==> src/rtl/pipe_exc_ctrl.sv <==
// pipe_exc_ctrl: exception and halt sequencer for the five-stage pipeline.
// Watches the ID illegal-opcode and HALT flags and the EX overflow flag.
// Drives the stage flush lines, the PC write-enable and the PC redirect.
// Captures EPC and Cause for the handler.
// Optional feature macro: PIPE_EXC_COUNT_EN adds an 8-bit saturating
// exception counter on output port exc_count.

module pipe_exc_ctrl #(
    parameter int              PC_W         = 16,
    parameter logic [PC_W-1:0] VEC_ILLEGAL  = 16'h8000,
    parameter logic [PC_W-1:0] VEC_OVF      = 16'h8010,
    parameter int              DRAIN_CYCLES = 3
) (
    input  logic            clock,
    input  logic            reset,
    input  logic            id_illegal,
    input  logic            id_halt,
    input  logic [PC_W-1:0] id_pc,
    input  logic            ex_overflow,
    input  logic [PC_W-1:0] ex_pc,
    input  logic            resume,
    output logic            if_flush,
    output logic            id_flush,
    output logic            ex_flush,
    output logic            pc_write_en,
    output logic            pc_redirect,
    output logic [PC_W-1:0] redirect_pc,
    output logic [PC_W-1:0] epc,
    output logic [1:0]      cause,
`ifdef PIPE_EXC_COUNT_EN
    output logic [7:0]      exc_count,
`endif
    output logic            halted
);

    // Wide enough to hold DRAIN_CYCLES-1, never narrower than one bit.
    localparam int CNT_W = (DRAIN_CYCLES > 2) ? $clog2(DRAIN_CYCLES) : 1;
    localparam logic [CNT_W-1:0] DRAIN_LOAD = CNT_W'(DRAIN_CYCLES - 1);

    localparam logic [1:0] CAUSE_NONE    = 2'b00;
    localparam logic [1:0] CAUSE_ILLEGAL = 2'b01;
    localparam logic [1:0] CAUSE_OVF     = 2'b10;
    localparam logic [1:0] CAUSE_HALT    = 2'b11;

    typedef enum logic [1:0] {
        ST_RUN,
        ST_REDIRECT,
        ST_DRAIN,
        ST_HALTED
    } state_t;

    state_t            state_reg, state_next;
    logic [PC_W-1:0]   epc_reg, epc_next;
    logic [PC_W-1:0]   redirect_pc_reg, redirect_pc_next;
    logic [1:0]        cause_reg, cause_next;
    logic              halted_reg, halted_next;
    logic [CNT_W-1:0]  drain_cnt_reg, drain_cnt_next;

    logic              if_flush_comb;
    logic              id_flush_comb;
    logic              ex_flush_comb;
    logic              pc_write_en_comb;
    logic              pc_redirect_comb;

    // Next-state logic and the combinational flush/stall controls.
    always_comb begin
        state_next       = state_reg;
        epc_next         = epc_reg;
        redirect_pc_next = redirect_pc_reg;
        cause_next       = cause_reg;
        halted_next      = halted_reg;
        drain_cnt_next   = drain_cnt_reg;
        if_flush_comb    = 1'b0;
        id_flush_comb    = 1'b0;
        ex_flush_comb    = 1'b0;
        pc_write_en_comb = 1'b1;
        pc_redirect_comb = 1'b0;

        case (state_reg)
            ST_RUN: begin
                // Overflow belongs to the older instruction, so it wins.
                if (ex_overflow) begin
                    if_flush_comb    = 1'b1;
                    id_flush_comb    = 1'b1;
                    ex_flush_comb    = 1'b1;
                    epc_next         = ex_pc;
                    cause_next       = CAUSE_OVF;
                    redirect_pc_next = VEC_OVF;
                    state_next       = ST_REDIRECT;
                end else if (id_illegal) begin
                    if_flush_comb    = 1'b1;
                    id_flush_comb    = 1'b1;
                    epc_next         = id_pc;
                    cause_next       = CAUSE_ILLEGAL;
                    redirect_pc_next = VEC_ILLEGAL;
                    state_next       = ST_REDIRECT;
                end else if (id_halt) begin
                    if_flush_comb    = 1'b1;
                    id_flush_comb    = 1'b1;
                    pc_write_en_comb = 1'b0;
                    epc_next         = id_pc;
                    cause_next       = CAUSE_HALT;
                    drain_cnt_next   = DRAIN_LOAD;
                    state_next       = ST_DRAIN;
                end
            end

            ST_REDIRECT: begin
                // The excepting instruction is already flushed; a new
                // overflow flag here is stale and is ignored.
                pc_redirect_comb = 1'b1;
                if_flush_comb    = 1'b1;
                state_next       = ST_RUN;
            end

            ST_DRAIN: begin
                pc_write_en_comb = 1'b0;
                if_flush_comb    = 1'b1;
                if (ex_overflow) begin
                    // An older instruction faulted: abandon the halt.
                    pc_write_en_comb = 1'b1;
                    id_flush_comb    = 1'b1;
                    ex_flush_comb    = 1'b1;
                    epc_next         = ex_pc;
                    cause_next       = CAUSE_OVF;
                    redirect_pc_next = VEC_OVF;
                    state_next       = ST_REDIRECT;
                end else if (drain_cnt_reg == '0) begin
                    halted_next = 1'b1;
                    state_next  = ST_HALTED;
                end else begin
                    drain_cnt_next = drain_cnt_reg - CNT_W'(1);
                end
            end

            ST_HALTED: begin
                pc_write_en_comb = 1'b0;
                if_flush_comb    = 1'b1;
                if (resume) begin
                    halted_next = 1'b0;
                    cause_next  = CAUSE_NONE;
                    state_next  = ST_RUN;
                end
            end

            default: begin
                state_next = ST_RUN;
            end
        endcase
    end

    // State and captured exception registers.
    always_ff @(posedge clock or negedge reset) begin
        if (!reset) begin
            state_reg       <= ST_RUN;
            epc_reg         <= '0;
            redirect_pc_reg <= '0;
            cause_reg       <= CAUSE_NONE;
            halted_reg      <= 1'b0;
            drain_cnt_reg   <= '0;
        end else begin
            state_reg       <= state_next;
            epc_reg         <= epc_next;
            redirect_pc_reg <= redirect_pc_next;
            cause_reg       <= cause_next;
            halted_reg      <= halted_next;
            drain_cnt_reg   <= drain_cnt_next;
        end
    end

    // While reset is held the pipeline runs freely, whatever the inputs say.
    assign if_flush    = reset & if_flush_comb;
    assign id_flush    = reset & id_flush_comb;
    assign ex_flush    = reset & ex_flush_comb;
    assign pc_redirect = reset & pc_redirect_comb;
    assign pc_write_en = ~reset | pc_write_en_comb;

    assign redirect_pc = redirect_pc_reg;
    assign epc         = epc_reg;
    assign cause       = cause_reg;
    assign halted      = halted_reg;

`ifdef PIPE_EXC_COUNT_EN
    logic [7:0] exc_count_reg;
    logic       exc_take;

    // Accepted illegal/overflow events; halts do not count.
    assign exc_take = ((state_reg == ST_RUN) && (ex_overflow || id_illegal)) ||
                      ((state_reg == ST_DRAIN) && ex_overflow);

    // Saturating exception counter.
    always_ff @(posedge clock or negedge reset) begin
        if (!reset) begin
            exc_count_reg <= '0;
        end else if (exc_take && (exc_count_reg != 8'hFF)) begin
            exc_count_reg <= exc_count_reg + 8'd1;
        end
    end

    assign exc_count = exc_count_reg;
`endif

endmodule

==> config.mk <==
export PLATFORM = sky130hd
export DESIGN_NAME = pipe_exc_ctrl
export DESIGN_NICKNAME = d
export VERILOG_FILES = /design/src/rtl/pipe_exc_ctrl.sv
export SDC_FILE = /design/constraint.sdc
export NUM_CORES = 1
export LEC_CHECK = 0
export ABC_AREA = 1
export CAP_MARGIN = 20
export CORE_UTILIZATION = 65
export CTS_BUF_LIST = sky130_fd_sc_hd__clkbuf_4 sky130_fd_sc_hd__clkbuf_8
export DETAILED_ROUTE_END_ITERATION = 6
export DONT_BUFFER_PORTS = 1
export HOLD_SLACK_MARGIN = 0.12
export PLACE_DENSITY = 0.91
export SYNTH_ARGS = -nofsm -noshare
export SYNTH_HDL_FRONTEND = slang
export SYNTH_SLANG_ARGS = --single-unit
==> constraint.sdc <==
create_clock -name clock -period 2.7 [get_ports clock]
set_input_delay 0.405 -clock clock [delete_from_list [all_inputs] [get_ports clock]]
set_output_delay 0.405 -clock clock [all_outputs]
set_load 0.01 [all_outputs]
* Yosys cells after proc, flatten, opt, wreduce, memory -nomap -nowiden
Index checks and enable logic that the tools add are counted.
** Storage, ports and cells
- Flip-flop bits (word level) :: 39
- Input bits :: 38
- Output and inout bits :: 40
- Word-level logic and storage cells :: 82
** Cells by class
- Add/subtract/negate cells :: 1
- Eq/ne operators :: 14
- Mux-type cells :: 42
- Bitwise operators :: 6
- Reduce and logical (&&, ||, !) cells :: 13
** Operators by type and width (count)
- 16-bit 2-to-1 mux :: 7
- 16-bit one-hot mux with 2 select lines :: 2
- 2-bit 2-to-1 mux :: 14
- 2-bit inequality test, second input constant :: 8
- 1-bit 2-to-1 mux :: 12
- 3-bit AND reduction :: 3
- 2-bit one-hot mux with 4 select lines :: 1
- 4-bit AND reduction :: 2
- 3-bit inequality test, second input constant :: 2
- 1-bit one-hot mux with 2 select lines :: 3
- 2-bit one-hot mux with 3 select lines :: 1
- 6-bit AND reduction :: 1
- 1-bit bitwise AND :: 4
- 2-bit equality test, second input constant :: 2
- 2-bit logical NOT :: 2
- 4-bit inequality test, second input constant :: 1
- 2-bit one-hot mux with 2 select lines :: 1
- 2-bit nonzero test :: 2
- 1-bit one-hot mux with 3 select lines :: 1
- 3-bit nonzero test :: 1
- 3-bit OR reduction :: 1
- 2-bit by 1-bit equality test with 1-bit output, second input constant :: 1
- 2-bit OR reduction :: 1
- 2-bit by 1-bit subtractor with 2-bit output, second input constant :: 1
- 2 further kinds :: 2

* Longest topological paths before layout
Gate-level depths: netlist of run 1.
- Depth in word-level cells :: 5
- Gate-level depth with buffers :: 9
- Gate-level depth less buffers :: 8

* Worst setup path after synthesis of run 1
Ideal clock, no wire load.
- Path type :: flip-flop to output port
- Start :: register state_reg[1]
- End :: output id_flush
- Arrival time :: 1.142 ns
- Required time :: 2.295 ns
- Slack :: 1.153 ns
- Cell stages (with the launch flop) :: 7
- Path buffers :: 1
- Path through :: dfrtp_1 nor2_2 nand2_2 nand2_8 inv_4 buf_6 nor2_2
** On the way
- Word-level cells in the longest chain between the ends :: 3
- Elaborated cells between the ends (all ways) :: 4
- Classes of those cells :: eq/ne: 1; mux: 1; bitwise: 1; reduce/logical: 1
** Ends and longest elaborated chain
- from (decl) :: line 52 : state_t state_reg, state_next;
- from (signal assigned) :: line 162 : state_reg <= state_next;
- 2-bit equality test or 2-bit logical NOT (tied branches) :: line 79 : case (state_reg)
- 1-bit one-hot mux with 2 select lines (*) :: line 79
- 1-bit bitwise AND (*) :: line 173 : assign id_flush = reset & id_flush_comb;
- to (decl) :: line 23 : output logic id_flush,
Mark *: on every way between the ends. The rest lies on a longest branch, timed or not.

* Final worst setup path of run 1
- Start :: register state_reg[0]
- End :: output id_flush
The elaborated chain is that of the path after synthesis.

==> results of run 1 <==
==> final timing paths <==
kind	startpoint	end	slack, ns	cells after the start
max	state_reg[0]$_DFFE_PN0P_	id_flush	0.64	7
min	ex_overflow	redirect_pc[4]$_DFFE_PN0P_	0.23	2
max reg2reg	state_reg[0]$_DFFE_PN0P_	epc[7]$_DFFE_PN0P_	1.29	8
min reg2reg	drain_cnt_reg[0]$_DFFE_PN0P_	drain_cnt_reg[0]$_DFFE_PN0P_	0.52	2
max in group asynchronous	reset	epc[11]$_DFFE_PN0P_	2.04	2
min in group asynchronous	reset	epc[10]$_DFFE_PN0P_	0.52	2
==> per-stage QoR <==
stage                     worst slack, ns  util [%]  hold slack, ns  cells  cell area (um2)
after global placement               1.06      65.9           0.110    238             1470
after CTS                           0.634      68.5           0.227    244             1530
after global routing                0.516      68.5           0.238    244             1530
after floorplan                      1.15         -           0.109    231             1600
after detailed placement             1.01      65.9           0.110    238             1470
final                               0.638      68.5           0.233    244             1530
==> timing repair <==
action                                 4_1_cts  5_1_grt
endpoints found under the hold margin       25        0
hold buffers                                 2        0
buffers inserted                             0        0
gates resized for setup                      0        0
==> cell families (layout without fill, tap and decap cells) <==
group / count (synthesis) / in the layout / synth area share (%)
DFF: 25 / 25 / 40.3
AOI/OAI and AO/OA: 7 / 7 / 2.66
and+or+nand+nor: 147 / 147 / 41.1
other: 1 / 14 / 0.241
adders and majority gates: 1 / 1 / 0.805
buffers and inverters: 37 / 22 / 14.9
==> power breakdown <==
part           internal (W)  switching [W]
Clock             0.0000556       0.000116
Sequential         0.000552       0.000204
Combinational      0.000236       0.000507
Total              0.000843       0.000827
==> synth_stat cells <==
library cell / count
clkbuf_1: 1
buf_2: 1
inv_4: 2
o21ai_0: 1
nand2_2: 2
nor2_1: 8
nand2_1: 102
nand3b_1: 1
nand3_1: 24
nand4_1: 5
buf_4: 15
o21bai_1: 2
nand2_4: 2
inv_1: 12
inv_2: 2
nand2_8: 1
a21oi_1: 3
dfrtp_1: 25
ha_1: 1
buf_6: 4
a31oi_1: 1
conb_1: 1
nor2_2: 2
==> per-layer routing <==
layer,global-route usage [%],routed length [um],vias to the layer above
met5,0,0,-
met1,33.0,1330,606
met4,9.72,38,0
li1,-,-,646
met2,41.1,1550,59
met3,9.23,355,4
==> area by class of cell <==
| cell class | instances | share of cell area, % |
|---|---|---|
| Timing Repair Buffer | 2 | 1.96 |
| Inverter | 16 | 4.26 |
| Multi-Input combinational cell | 169 | 48.8 |
| Sequential cell | 25 | 40.9 |
| Tap cell | 28 | 2.29 |
| Clock inverter | 1 | 0.327 |
| Clock buffer | 3 | 1.47 |
==> metrics.md, run 1 <==
| Metric | Value |
|---|---|
| Pleak | roughly 0.91 nW |
| Share of the synthesized area in the top cell type | between 40% and 50% |
| Die area | 0.00259 mm2 |
| Critical-path cell list | inv_2 -> nand2_4 -> inv_4 -> nand2_4 -> nand2_8 -> inv_4 -> nor2_2 |
| Most frequent cells in the layout | nand2_1, dfrtp_1, nand3_1, conb_1, inv_1 |
| WP data required | between 2 and 2.5 ns |
| Pwr per Cell Area | ~1100 mW/mm2 |
| Critical path's slowest cell | dfrtp_1 |
| Root Driver | clkbuf_4 |
| Initial DRC Count | 35 |
| Global-route wire length before repair | about 5.0 mm |
| Post-route setup TNS | 0 ns |
| Worst vdd ir | approximately 700 uV |
| Power Total | about 0.0017 W |
| CP top delay family | simple AND/OR/NAND/NOR gates |
| CP Buf/Inv Count | 3 |
| DRT Wirelength | about 3.3 mm |
| Row count | 17 |
| Yosys warnings | 0 |
| TritonRoute pass-1 iters | 4 |
| CTS tree | done |
| Remaining DRCs | 0 |
| Max-slew violations | 0 |
| Chip height | approximately 51 um |
| DRT antenna net count | 0 |
| Max Freq | 485 MHz |
| Cells after Synth | around 220 |
| GRT overflow | 0 |
| CTS clk-pin slew, worst paths | around 0.14 ns |
| Status | finished clean |
| Final hold vios | 0 |
| Clock Path Buffers | 2 |
| Vias in the first global route | between 1000 and 1500 |
| Final net count | 256 |
| CP Capture Type | output port |
| Distinct cell type count after synthesis | 23 |
| Post-DP HPWL | ~2.5 mm |
| Htree depth | 1 |
| Core box area | 0.00223 mm2 |
| Commonest non-fill, non-tap cell in the layout | nand2_1 |
| Fraction of layout cells with a size suffix above 1 | around 7.4% |
| Fillers | a little over 200 |
| Tmin final | 2.06 ns |
| Initial Util | approximately 70% |
| Tightest Hold Check Type | in -> reg |
| CP Class | reg -> out |
| FF+latch count, synth | 25 |
| Register area | 626 um2 |
| Wire per inst | around 13 um |
| Clock Skew | approximately 0.0018 ns |
| Die X | ~51 um |
| Placer Congestion | about 0.89 |
| Period utilisation layout | 76.4% |
| Clk Latency, worst-skew pair | between 0.3 and 0.4 ns |
| CP max FO | 21 |
| Vias/cell | 5.39 |
| Max reg flops | 16 |
| Initial antenna violation count | 0 |
| CTS buffer count | 3 |
| CTS sink count | 25 |
| Vias | 1315 |
| Gr usage total | 26.1% |
| Layout area overhead | -1.61% |
| PortBufs | 0 |
| Mean Syn Cell Area | about 7.1 um2 |
| Largest cells by area after synthesis | dfrtp_1, nand2_1, nand3_1, buf_4, buf_6 |
| RSZ-0062 raised after global routing | false |
| Setup crit start kind | flip-flop |
| Post-synthesis cell area | between 0.0015 and 0.002 mm2 |
| Yosys top cell by area | dfrtp_1 |
| CP peak stage delay | 0.46 ns |
| Largest net degree at the start of global routing | 26 |
| Ant. Diodes | 0 |
| Top-Level Pins | 78 |
| Max Cap Viol | 0 |
| Post-synthesis sequential area ratio | 40.3% |
| Multi-input logic area | approximately 750 um2 |
| Setup Viol. Count Final | 0 |
| Worst path arrival time | around 1.7 ns |
No activity file was read; power rests on OpenSTA's default activity.
==> run 2: changes to the inputs <==
--- a/config.mk
+++ b/config.mk
@@ -7,12 +7,12 @@
 export LEC_CHECK = 0
 export ABC_AREA = 1
 export CAP_MARGIN = 20
-export CORE_UTILIZATION = 65
+export CORE_UTILIZATION = 59
 export CTS_BUF_LIST = sky130_fd_sc_hd__clkbuf_4 sky130_fd_sc_hd__clkbuf_8
 export DETAILED_ROUTE_END_ITERATION = 6
 export DONT_BUFFER_PORTS = 1
 export HOLD_SLACK_MARGIN = 0.12
-export PLACE_DENSITY = 0.91
+export PLACE_DENSITY = 0.88
 export SYNTH_ARGS = -nofsm -noshare
 export SYNTH_HDL_FRONTEND = slang
 export SYNTH_SLANG_ARGS = --single-unit
==> constraint.sdc (replaced) <==
create_clock -name clock -period 1.65 [get_ports clock]
set_input_delay 0.2475 -clock clock [delete_from_list [all_inputs] [get_ports clock]]
set_output_delay 0.2475 -clock clock [all_outputs]
set_load 0.01 [all_outputs]
==> metrics.md, run 2 (synthesized netlist as in run 1, its figures left out) <==
| Metric | Value |
|---|---|
| Status | finished clean |
| Row count | 18 (+1) |
| CP peak stage delay | 0.47 ns (about the same) |
| Initial antenna violation count | 0 (unchanged) |
| DRT antenna net count | 0 (unchanged) |
| Vias in the first global route | 1259 (+9.3%) |
| CTS tree | done |
| Pleak | 0.982 nW (+8.2%) |
| Final hold vios | 0 (unchanged) |
| Vias | 1385 (+5.3%) |
| Initial Util | 62.7% (-6.9 points) |
| Sw frac | 48.6% (-0.97 points) |
| WP data required | 1.40 ns (-0.90 ns) |
| Max reg flops | 16 (unchanged) |
| Final net count | 275 (+7.4%) |
| Chip height | 53.3 um (+4.8%) |
| Worst path arrival time | 1.35 ns (-0.31 ns) |
| Initial DRC Count | 25 (-29%) |
| Core Util, Final | 69.7% (+1.3 points) |
| Max-slew violations | 0 (unchanged) |
| Htree depth | 1 (unchanged) |
| Commonest non-fill, non-tap cell in the layout | nand2_1 |
| Most frequent cells in the layout | nand2_1, nand3_1, dfrtp_1, conb_1, inv_1 |
| GR peak layer | met2 |
| Max Cap Viol | 0 (unchanged) |
| Fraction of layout cells with a size suffix above 1 | 11.5% (+4.1 points) |
| CP max FO | 17 (-19%) |
| Placer Congestion | 0.836 (-6.3%) |
| CTS clk-pin slew, worst paths | 0.15 ns (about the same) |
| Core box area | 0.00248 mm2 (+11%) |
| DP Area | 0.00149 mm2 (+1.2%) |
| Worst vdd ir | 1450 uV (+110%) |
| CTS sink count | 25 (unchanged) |
| GRT overflow | 0 (unchanged) |
| GR met3 Demand/Resource | 9.48% (+0.26 points) |
| DRT Wirelength | 3.50 mm (+7.0%) |
| CTS buffer count | 3 (unchanged) |
| Critical-path cell list | inv_2 -> nand2_4 -> inv_6 -> nand2_8 -> nand2_8 -> inv_6 -> nor2_4 |
| Clock share of power | 9.9% (-0.4 points) |
| CP Class | reg -> out |
| Post-route setup TNS | 0 ns (unchanged) |
| Wire per inst | 13.2 um (-1.5%) |
| Switching pwr | 0.00144 W (+75%) |
| Die area | 0.00284 mm2 (+9.8%) |
| Vias/cell | 5.23 (-3.0%) |
| GR Util met2 | 47.5% (+6.4 points) |
| Gr usage total | 26.6% (+0.48 points) |
| Layout area overhead | 11.2% |
| Max Freq | ~630 MHz |
| Post-DP HPWL | 2.36 mm (-4.1%) |
| Pwr per Cell Area | 1720 mW/mm2 (+58%) |
| CP Capture Type | output port |
| Remaining DRCs | 0 (unchanged) |
| Top-Level Pins | 78 (unchanged) |
| PortBufs | 0 (unchanged) |
| RSZ-0062 raised after global routing | true |
| Ant. Diodes | 0 (unchanged) |
| Period utilisation layout | a little under 100% |
| Power Total | 0.00298 W (+78%) |
| Comb pwr share | 48.0% (+3.5 points) |
| Int Power | 0.00153 W (+82%) |
| Met1 Use GR | 29.3% (-3.7 points) |
| Setup Viol. Count Final | 0 (unchanged) |
| Clk Latency, worst-skew pair | 0.32 ns (about the same) |
| Root Driver | clkbuf_4 |
| Largest net degree at the start of global routing | 26 (unchanged) |
| Setup crit start kind | flip-flop |
| Reg power frac | 42.1% (-3.2 points) |
| Clock Skew | 0.00485 ns (+0.00303 ns) |
| Tmin final | about 1.6 ns |
| Tightest Hold Check Type | in -> reg |
| Die X | 53.3 um (+4.8%) |
| Critical path's slowest cell | dfrtp_2 |
| TritonRoute pass-1 iters | 4 (unchanged) |
| Global-route wire length before repair | 5.46 mm (+9.4%) |
| Worst hold slack | 0.118 ns (-0.115 ns) |
| Post-layout instance area | 0.00173 mm2 (+13%) |
| Clock Path Buffers | 2 (unchanged) |
## run 2: changes by cell type in the layout (fill, tap and decap cells not counted), sizes merged
cell and delta:
buf +9, clkinvlp +1, clkinv -1, dlygate4sd3 +10
## run 2: path summary, 6_finish.rpt
check	slack, ns	cells past startpoint	startpoint	to
max	0.05	7	state_reg[0]$_DFFE_PN0P_	id_flush
min	0.12	4	ex_pc[2]	epc[2]$_DFFE_PN0P_
max reg2reg	0.29	8	state_reg[0]$_DFFE_PN0P_	epc[13]$_DFFE_PN0P_
min reg2reg	0.53	2	drain_cnt_reg[0]$_DFFE_PN0P_	drain_cnt_reg[0]$_DFFE_PN0P_
max in group asynchronous	1.16	2	reset	state_reg[1]$_DFFE_PN0P_
min in group asynchronous	0.32	2	reset	epc[2]$_DFFE_PN0P_
## run 2: cell type report
cell class | count | area (um2)
Sequential cell | 25 | 628
Inverter | 16 | 70.1
Tap cell | 30 | 37.5
Fill cell | 222 | 749
Timing Repair Buffer | 21 | 198
Clock inverter | 1 | 7.51
Clock buffer | 3 | 22.5
Multi-Input combinational cell | 169 | 764
## run 2: metal layers
layer,share of wire (%),up-vias
met1,40,625
met3,9.8,5
met5,0,-
met4,0.83,0
met2,49,70
li1,-,685
## run 2: power by group through the flow
stage	Combinational (W)	Clock (W)	Sequential [W]
global route	0.00164	0.000322	0.00129
detailed placement	0.00121	0	0.00126
global placement	0.00116	0	0.00125
finish	0.00143	0.000294	0.00125
floorplan	0.00112	0	0.00120
CTS	0.00141	0.000298	0.00125
## run 2: critical path: cells and delay by family, from the launching register on
family                 cells  cell delay [ns]
buffers and inverters      3             0.22
flip-flops                 1             0.47
AND/OR/NAND/NOR            4             0.32
## run 2: stage by stage
step / std cells / setup slack [ns]
after floorplan: 231 / 0.260
after global placement: 242 / 0.232
after detailed placement: 242 / 0.191
after CTS: 264 / 0.00100
after global routing: 265 / -0.0138
final: 265 / 0.0549
## run 2: what timing repair did
action,CTS,global route
resized for setup,7,0
hold buffers,12,0
setup endpoints to repair,2,2
buffers inserted,6,1
endpoints found under the hold margin,37,0
pin swaps,2,1
==> run 3: changes to the inputs <==
--- a/config.mk
+++ b/config.mk
@@ -7,12 +7,14 @@
 export LEC_CHECK = 0
 export ABC_AREA = 1
 export CAP_MARGIN = 20
-export CORE_UTILIZATION = 59
+export CELL_PAD_IN_SITES_DETAIL_PLACEMENT = 0
+export CELL_PAD_IN_SITES_GLOBAL_PLACEMENT = 2
+export CORE_UTILIZATION = 30
 export CTS_BUF_LIST = sky130_fd_sc_hd__clkbuf_4 sky130_fd_sc_hd__clkbuf_8
 export DETAILED_ROUTE_END_ITERATION = 6
 export DONT_BUFFER_PORTS = 1
 export HOLD_SLACK_MARGIN = 0.12
-export PLACE_DENSITY = 0.88
+export PLACE_DENSITY = 0.87
 export SYNTH_ARGS = -nofsm -noshare
 export SYNTH_HDL_FRONTEND = slang
 export SYNTH_SLANG_ARGS = --single-unit
==> metrics.md, run 3 (synthesized netlist as in run 1, its figures left out) <==
| Metric | Value |
|---|---|
| Tmin final | 1.57 ns (-0.0204 ns) |
| Layout area overhead | 7.00% |
| Clk Latency, worst-skew pair | 0.27 ns (-0.05 ns) |
| Root Driver | clkbuf_8 |
| Worst path arrival time | 1.33 ns (-0.02 ns) |
| Max Freq | 635 MHz (+1.3%) |
| Tightest Hold Check Type | in -> reg |
| Vias/cell | 4.52 (-13%) |
| Post-DP HPWL | 2.69 mm (+14%) |
| CP Capture Type | output port |
| Final hold vios | 0 (unchanged) |
| Placer Congestion | 0.817 (-2.3%) |
| Critical-path cell list | inv_4 -> nand2_4 -> inv_6 -> nand2_8 -> nand2_8 -> inv_6 -> nor2_4 |
| Clock Skew | 0.00170 ns (-0.00315 ns) |
| CP Buf/Inv Count | 3 (unchanged) |
| PortBufs | 0 (unchanged) |
| Pwr per Cell Area | 1780 mW/mm2 (+3.4%) |
| Gr usage total | 14.3% (-12 points) |
| Final Instance Count excl. Fillers | 287 (+8.3%) |
| TritonRoute pass-1 iters | 4 (unchanged) |
| Ant. Diodes | 0 (unchanged) |
| Register area | 628 um2 (unchanged) |
| Row count | 25 (+7) |
| Wire per inst | 13.0 um (-1.7%) |
| Multi-input logic area | 769 um2 (+0.65%) |
| Critical path's slowest cell | dfrtp_2 |
| Largest net degree at the start of global routing | 26 (unchanged) |
| Initial DRC Count | 50 (+100%) |
| Status | finished clean |
| WP data required | 1.40 ns (about the same) |
| CP max FO | 17 (unchanged) |
| Vias in the first global route | 1211 (-3.8%) |
| CP top delay family | flip-flops |
| Die X | 74.0 um (+39%) |
| Top-Level Pins | 78 (unchanged) |
| Setup Viol. Count Final | 0 (unchanged) |
| CTS sink count | 25 (unchanged) |
| CP Class | reg -> out |
| Fillers | 534 (+140%) |
| Placed cells | 280 (+16%) |
| Worst vdd ir | 509 uV (-65%) |
| Pleak | 0.924 nW (-5.9%) |
| CTS clk-pin slew, worst paths | 0.10 ns (-0.05 ns) |
| Final net count | 260 (-5.5%) |
| CP peak stage delay | 0.47 ns (about the same) |
| Fraction of layout cells with a size suffix above 1 | 10.5% (-1.0 points) |
| DRT antenna net count | 0 (unchanged) |
| DRT Wirelength | 3.73 mm (+6.4%) |
| Core box area | 0.00485 mm2 (+96%) |
| CTS buffer count | 3 (unchanged) |
| Die area | 0.00547 mm2 (+92%) |
| RSZ-0062 raised after global routing | false |
| Initial antenna violation count | 0 (unchanged) |
| Max-slew violations | 0 (unchanged) |
| Period utilisation layout | 95.4% (-1.2 points) |
| Initial Util | 32.1% (-31 points) |
| Clock Path Buffers | 2 (unchanged) |
| Global-route wire length before repair | 5.84 mm (+7.1%) |
| Remaining DRCs | 0 (unchanged) |
| Setup crit start kind | flip-flop |
| GRT overflow | 0 (unchanged) |
| Vias | 1298 (-6.3%) |
| Max Cap Viol | 0 (unchanged) |
| Commonest non-fill, non-tap cell in the layout | nand2_1 |
| Most frequent cells in the layout | nand2_1, nand3_1, dfrtp_1, conb_1, inv_1 |
| CTS tree | done |
| Htree depth | 1 (unchanged) |
| Post-route setup TNS | 0 ns (unchanged) |
| Max reg flops | 16 (unchanged) |
| Chip height | 74.0 um (+39%) |
==> run 3: power by group <==
group          internal [W]  switching [W]  total, W  leakage (nW)
Clock              0.000171       0.000216  0.000388        0.0217
Sequential         0.000909       0.000352   0.00126         0.303
Combinational      0.000448       0.000863   0.00131         0.599
==> run 3: final timing paths <==
kind	slack, ns	startpoint	depth (start not counted)	end
max in group asynchronous	1.08	reset	2	state_reg[1]$_DFFE_PN0P_
worst min-delay path	0.13	ex_overflow	2	redirect_pc[4]$_DFFE_PN0P_
worst max register to register	0.36	state_reg[0]$_DFFE_PN0P_	8	epc[3]$_DFFE_PN0P_
worst max-delay path	0.08	state_reg[0]$_DFFE_PN0P_	7	id_flush
worst min register to register	0.50	drain_cnt_reg[1]$_DFFE_PN0P_	2	drain_cnt_reg[1]$_DFFE_PN0P_
min in group asynchronous	0.40	reset	2	redirect_pc[4]$_DFFE_PN0P_
==> run 3: final cells by class <==
class | count | area share (%)
Clock inverter | 1 | 0.451
Timing Repair Buffer | 6 | 3.61
Clock buffer | 3 | 2.48
Inverter | 16 | 4.36
Tap cell | 67 | 5.04
Multi-Input combinational cell | 169 | 46.3
Sequential cell | 25 | 37.8
==> run 3: metal layers <==
layer	vias to the layer above	track usage (%)	routed length [um]
li1	655	-	-
met1	585	18.6	1770
met2	56	23.5	1660
met3	2	3.12	264
met4	0	5.13	34
met5	-	0	0
==> run 3: what timing repair did <==
action / 4_1_cts / 5_1_grt
setup endpoints to repair: 2 / 2
setup buffers: 1 / 0
hold buffers: 2 / 0
pin swaps: 1 / 1
gates resized for setup: 4 / 5
endpoints found under the hold margin: 25 / 0
==> run 3: per-stage QoR <==
step	hold WS, ns	power (W)	instance area, um2	util (%)	worst slack [ns]
after floorplan	-0.0481	0.00231	1600	-	0.260
after global placement	-0.0470	0.00250	1540	31.8	0.194
after detailed placement	-0.0471	0.00250	1540	31.8	0.180
after CTS	0.129	0.00297	1640	33.9	0.0174
after global routing	0.137	0.00326	1660	34.3	0.0124
final	0.134	0.00296	1660	34.3	0.0754
